File: src/rtl/mem_stage.sv
// mem_stage: memory-access stage between EX and WB.
// Registers EX results, runs one data-memory access per load/store over a
// req/ack handshake, stalls upstream while an access is outstanding, and
// delivers the regfile write (ALU result or load data) to WB.
//
// Optional feature macro: MEM_TIMEOUT_EN
//   defined   -> an access without ack for TIMEOUT_CYCLES cycles is aborted
//                and mem_err pulses for one cycle afterwards.
//   undefined -> no timeout counter, mem_err tied low, ACCESS waits for ack.
//
// state  | meaning
// -------+-----------------------------------------------------------------
// IDLE   | no access outstanding; EX op accepted every cycle
// ACCESS | dmem request outstanding; upstream stalled; EX inputs ignored

`timescale 1ns/1ps

module mem_stage #(
  parameter int DATA_W         = 32,
  parameter int ADDR_W         = 32,
  parameter int REG_ADDR_W     = 5,
  parameter int TIMEOUT_CYCLES = 16
) (
  input  logic                  clk,
  input  logic                  rst,
  input  logic                  ex_mem_regfile_we,
  input  logic [REG_ADDR_W-1:0] ex_mem_regfile_waddr,
  input  logic [DATA_W-1:0]     ex_alu_result,
  input  logic                  ex_mem_re,
  input  logic                  ex_mem_we,
  input  logic [ADDR_W-1:0]     ex_mem_mem_addr,
  input  logic [DATA_W-1:0]     ex_mem_store_data,
  input  logic                  mem_flush,
  output logic                  dmem_req,
  output logic                  dmem_we,
  output logic [ADDR_W-1:0]     dmem_addr,
  output logic [DATA_W-1:0]     dmem_wdata,
  input  logic                  dmem_ack,
  input  logic [DATA_W-1:0]     dmem_rdata,
  output logic                  mem_stall_req,
  output logic                  wb_regfile_we,
  output logic [REG_ADDR_W-1:0] wb_regfile_waddr,
  output logic [DATA_W-1:0]     wb_regfile_wdata,
  output logic                  mem_err
);

  typedef enum logic {
    IDLE   = 1'b0,
    ACCESS = 1'b1
  } state_t;

  // Word-align mask: byte-offset bits are dropped when the address is latched.
  localparam logic [ADDR_W-1:0] WORD_MASK = ~(ADDR_W'(3));

  state_t state_q, state_d;

  // Access context captured on the IDLE edge that starts an access.
  logic                  is_store_q;
  logic                  acc_rf_we_q;
  logic [REG_ADDR_W-1:0] acc_waddr_q;
  logic [ADDR_W-1:0]     acc_addr_q;
  logic [DATA_W-1:0]     acc_sdata_q;

  logic                  capture;
  logic                  wb_we_d;
  logic [REG_ADDR_W-1:0] wb_waddr_d;
  logic [DATA_W-1:0]     wb_wdata_d;
  logic                  timeout_hit;
  logic                  in_access;

`ifdef MEM_TIMEOUT_EN
  localparam int CNT_W = $clog2(TIMEOUT_CYCLES + 1);
  localparam logic [CNT_W-1:0] CNT_LOAD = CNT_W'(TIMEOUT_CYCLES - 1);

  // Down-counter of remaining no-ack cycles; terminal count is zero.
  logic [CNT_W-1:0] tmo_cnt_q;
  logic             tmo_tc;
  logic             mem_err_q;

  assign tmo_tc = (tmo_cnt_q == '0);
`else
  logic             tmo_tc;

  assign tmo_tc = 1'b0;
`endif

  // Next-state and WB/latch control; flush overrides everything else.
  always_comb begin
    state_d     = state_q;
    capture     = 1'b0;
    wb_we_d     = 1'b0;
    wb_waddr_d  = wb_regfile_waddr;
    wb_wdata_d  = wb_regfile_wdata;
    timeout_hit = 1'b0;

    unique case (state_q)
      IDLE: begin
        if (ex_mem_re || ex_mem_we) begin
          // Memory op: emit a bubble to WB and start the access.
          capture = 1'b1;
          state_d = ACCESS;
        end else begin
          wb_we_d    = ex_mem_regfile_we;
          wb_waddr_d = ex_mem_regfile_waddr;
          wb_wdata_d = ex_alu_result;
        end
      end
      ACCESS: begin
        if (dmem_ack) begin
          state_d = IDLE;
          if (!is_store_q) begin
            wb_we_d    = acc_rf_we_q;
            wb_waddr_d = acc_waddr_q;
            wb_wdata_d = dmem_rdata;
          end
        end else if (tmo_tc) begin
          // Ack on the limit cycle is handled above as a normal completion.
          state_d     = IDLE;
          timeout_hit = 1'b1;
        end
      end
      default: state_d = IDLE;
    endcase

    if (mem_flush) begin
      state_d     = IDLE;
      capture     = 1'b0;
      wb_we_d     = 1'b0;
      wb_waddr_d  = wb_regfile_waddr;
      wb_wdata_d  = wb_regfile_wdata;
      timeout_hit = 1'b0;
    end
  end

  // State register.
  always_ff @(posedge clk) begin
    if (rst) begin
      state_q <= IDLE;
    end else begin
      state_q <= state_d;
    end
  end

  // Access context latch and registered WB outputs.
  always_ff @(posedge clk) begin
    if (rst) begin
      is_store_q       <= 1'b0;
      acc_rf_we_q      <= 1'b0;
      acc_waddr_q      <= '0;
      acc_addr_q       <= '0;
      acc_sdata_q      <= '0;
      wb_regfile_we    <= 1'b0;
      wb_regfile_waddr <= '0;
      wb_regfile_wdata <= '0;
    end else begin
      if (capture) begin
        // re=we=1 is treated as a store.
        is_store_q  <= ex_mem_we;
        acc_rf_we_q <= ex_mem_regfile_we;
        acc_waddr_q <= ex_mem_regfile_waddr;
        acc_addr_q  <= ex_mem_mem_addr & WORD_MASK;
        acc_sdata_q <= ex_mem_store_data;
      end
      wb_regfile_we    <= wb_we_d;
      wb_regfile_waddr <= wb_waddr_d;
      wb_regfile_wdata <= wb_wdata_d;
    end
  end

`ifdef MEM_TIMEOUT_EN
  // Timeout counter: reloaded on access entry, counts down per no-ack cycle.
  always_ff @(posedge clk) begin
    if (rst) begin
      tmo_cnt_q <= '0;
    end else if (capture) begin
      tmo_cnt_q <= CNT_LOAD;
    end else if (state_q == ACCESS && !dmem_ack && !tmo_tc) begin
      tmo_cnt_q <= tmo_cnt_q - 1'b1;
    end
  end

  // mem_err is a one-cycle pulse in the cycle after the abort edge.
  always_ff @(posedge clk) begin
    if (rst) begin
      mem_err_q <= 1'b0;
    end else begin
      mem_err_q <= timeout_hit;
    end
  end

  assign mem_err = mem_err_q;
`else
  // Tied low; the parameter is referenced so both builds elaborate cleanly.
  assign mem_err = 1'b0 & (TIMEOUT_CYCLES == 0) & timeout_hit;
`endif

  // Request-side outputs come from the latched context and read 0 in IDLE.
  assign in_access     = (state_q == ACCESS);
  assign dmem_req      = in_access;
  assign mem_stall_req = in_access;
  assign dmem_we       = in_access & is_store_q;
  assign dmem_addr     = in_access ? acc_addr_q  : '0;
  assign dmem_wdata    = in_access ? acc_sdata_q : '0;

endmodule

File: config.mk
export PLATFORM = sky130hd
export DESIGN_NAME = mem_stage
export DESIGN_NICKNAME = d
export VERILOG_FILES = /design/src/rtl/mem_stage.sv
export SDC_FILE = /design/constraint.sdc
export NUM_CORES = 1
export LEC_CHECK = 0
export CAP_MARGIN = 30
export CORE_MARGIN = 2
export CORE_UTILIZATION = 30
export CTS_CLUSTER_DIAMETER = 80
export DETAILED_ROUTE_END_ITERATION = 16
export HOLD_SLACK_MARGIN = 0.02
export SETUP_SLACK_MARGIN = 0.15
export SKIP_CTS_REPAIR_TIMING = 1
export SLEW_MARGIN = 20
export SYNTH_ARGS = -nofsm -noshare
export SYNTH_HDL_FRONTEND = slang
export SYNTH_SLANG_ARGS = --single-unit
File: constraint.sdc
create_clock -name clk -period 1.6 [get_ports clk]
set_input_delay 0.24 -clock clk [delete_from_list [all_inputs] [get_ports clk]]
set_output_delay 0.24 -clock clk [all_outputs]
set_load 0.02 [all_outputs]
==> results.py <==
metrics = {
    "outcome": {
        "status": "completed",
    },
    "floorplanning": {
        "start_util_pct": 30.60,
        "io_pins": 246,
        "num_rows": 48,
        "chipWidth_um": 136.6,
        "die_y_um": 136.6,
        "die-area_mm2": 0.01866,
        "coreArea_mm2": 0.01724,
    },
    "critical_path": {
        "ff2ff_path_depth": 5,
        "cp-start-kind": "flip-flop",
        "path_class": "reg2out",
        "cp-end-kind": "output port",
        "arrival_ns": 1.30,
        "worstPathMaxFanout": 26,
        "required_ns": 1.36,
    },
    "synth": {
        "ys.flop_type": "dfxtp_1",
        "synth_top_family_by_area": "compound AO/OA/AOI/OAI gates",
        "ys_types": 26,
        "avgSynthCellArea_um2": 8.589,
        "synth_edf_count": 0,
        "ys_seq_elements": 108,
        "synthAdderAreaFrac_pct": 0,
        "synth_compound_area_share_pct": 28.85,
        "synth_area_mm2": 0.005274,
        "seq_area_frac_synth_pct": 41.00,
        "synthXorXnorAreaFrac_pct": 0,
        "yosys_warnings": 0,
        "synthMuxAreaShare_pct": 0,
        "synth-async-reset-ratio_pct": 0,
        "syn_inst": 614,
        "synthSimpleGateAreaFrac_pct": 19.91,
    },
    "cells_and_area": {
        "multiInputGateArea_mm2": 0.002680,
        "diodes": 0,
        "drive_gt1_share_pct": 21.13,
        "final_nets": 968,
        "final_cell_area_mm2": 0.008382,
        "area_growth_pct": 58.93,
        "fillCellCount": 1642,
        "final-seq-area_mm2": 0.002166,
    },
    "power": {
        "leakagePower_nw": 3.684,
        "power_density_mw_per_mm2": 794.2,
        "irDropWorstVdd_uv": 530.2,
        "power.total_w": 0.006657,
    },
    "routing": {
        "vias": 5273,
        "viasPerCell": 4.984,
        "route.detailed.drc": 0,
        "routed_wl_um": 17700,
        "dr.pass1.iters": 4,
        "antenna_left": 0,
        "post_drt_wl_per_cell_um": 16.72,
        "drtIter0Drc": 274,
    },
    "grt": {
        "grt_max_degree": 69,
        "antenna_found_initial": 0,
        "grt_pass1_vias": 4985,
        "grt_overflow": 0,
        "grt_first_pass_wirelength_um": 25340,
        "grtUsageTotal_pct": 17.39,
    },
    "timing": {
        "setup_violations": 0,
        "final_max_slew_viol_count": 0,
        "finalCritPeriodShare_pct": 95.98,
        "fin_ws_ns": 0.06427,
        "max_freq_mhz": 651.2,
        "rsz0062_at_grt": "true",
        "period_needed_ns": 1.536,
        "fin_skew_ns": 0.006414,
        "setup_tns_ns": 0,
        "hold_viol": 0,
        "holdWs_ns": 0.2696,
    },
    "flow_run": {
        "max_cap_violations": 0,
    },
    "cts": {
        "cts_made_buffers": 9,
        "cts_tree": "yes",
        "clkSinkCount": 108,
        "path_clk_slew_ns": 0.07,
        "cts_max_path_buffers": 2,
        "clock_latency_ns": 0.35,
        "clockRootBuffer": "clkbuf_16",
        "htreeDepth": 3,
    },
    "placement": {
        "post-place-ws_ns": -0.3114,
        "placed_area_mm2": 0.007974,
        "portBuffers": 240,
        "dp_hpwl_um": 11900,
        "gp_congestion": 0.7814,
    },
    "hold_path": {
        "hold_path.class": "in2reg",
        "whs_path_depth": 2,
    },
}
[through the flow]
step                cells  util (%)
finish               1058     48.63
global route         1058     48.63
CTS                  1054     47.94
detailed placement   1038     46.26
global placement     1038     46.26
floorplan             616         -
[Yosys cell counts, types with 2 or more instances]
cell | n | area share (%)
a21oi_1 | 70 | 6.6
inv_1 | 38 | 2.7
a211oi_1 | 37 | 5.3
buf_2 | 15 | 1.4
buf_1 | 4 | 0.28
and2_1 | 63 | 7.5
dfxtp_1 | 108 | 41
nor2_4 | 2 | 0.43
o21ai_0 | 68 | 6.5
nor2b_1 | 37 | 4.4
nor3_1 | 2 | 0.19
buf_4 | 7 | 1.0
clkbuf_1 | 37 | 2.6
buf_6 | 10 | 2.1
nand2_1 | 2 | 0.14
a221oi_2 | 30 | 8.5
or2_1 | 2 | 0.24
nand3_1 | 68 | 6.5
a221oi_1 | 7 | 1.2
[layer usage]
layer / up-vias / track usage (%) / routed length, um
met2: 210 / 29.69 / 8464
met3: 12 / 5.630 / 1653
met1: 2457 / 21.00 / 7412
met4: 0 / 4.572 / 163
met5: - / 0 / 0
li1: 2594 / - / -
[state kept, by name, indices dropped and copies added (netlist names)]
| name | flops |
|---|---|
| acc_sdata_q | 32 |
| wb_regfile_wdata | 32 |
| acc_addr_q | 30 |
| acc_waddr_q | 5 |
| wb_regfile_waddr | 5 |
| acc_rf_we_q | 1 |
| dmem_req | 1 |
| is_store_q | 1 |
| wb_regfile_we | 1 |
[report_power, final]
group / internal, W / switching, W / leakage [nW]
clock network: 0.00114 / 0.00102 / 0.145
logic: 0.000800 / 0.000760 / 2.65
registers: 0.00285 / 0.0000752 / 0.886
[cell type report]
type | instances | area share, %
repair buffers | 274 | 33.68
multi-input cells | 397 | 31.97
flip-flops and latches | 108 | 25.84
well taps | 225 | 3.359
clock buffers | 11 | 3.015
inverters | 38 | 1.702
clock inverters | 5 | 0.4329
[cells in the final DEF (no fill, tap or decap), drive strengths merged]
cell type and count:
conb 3, a221oi 37, nor2 2, nand3 68, dlymetal6s2s 39, clkbuf 40, a211oi 37, o21ai 69
clkdlybuf4s50 135, a21oi 71, clkinv 5, and4bb 1, dfxtp 108, nor3 2, o22ai 1, inv 38
or2 2, nand2 2, buf 71, and2 63, and4b 1, nor4b 1, nor2b 37
[worst paths after layout]
kind,start,to,slack (ns)
max,dmem_req,dmem_addr[4],0.06
min,rst,acc_sdata_q[12],0.27
max reg2reg,dmem_req,wb_regfile_wdata[10],0.13
min reg2reg,wb_regfile_wdata[4],wb_regfile_wdata[4],0.46
[logic make-up (layout without fill, tap and decap cells)]
group,Yosys count,in the layout
AND/OR/NAND/NOR,179,179
buffers and inverters,111,328
other,1,3
flip-flops,108,108
AO/OA/AOI/OAI,215,215
[critical path, cell delays in order, from the launching register on]
cell,delay (ns)
dfxtp_4,0.42
buf_12,0.18
and2_1,0.16
buf_2,0.17
(Power assumes the default switching activity.)
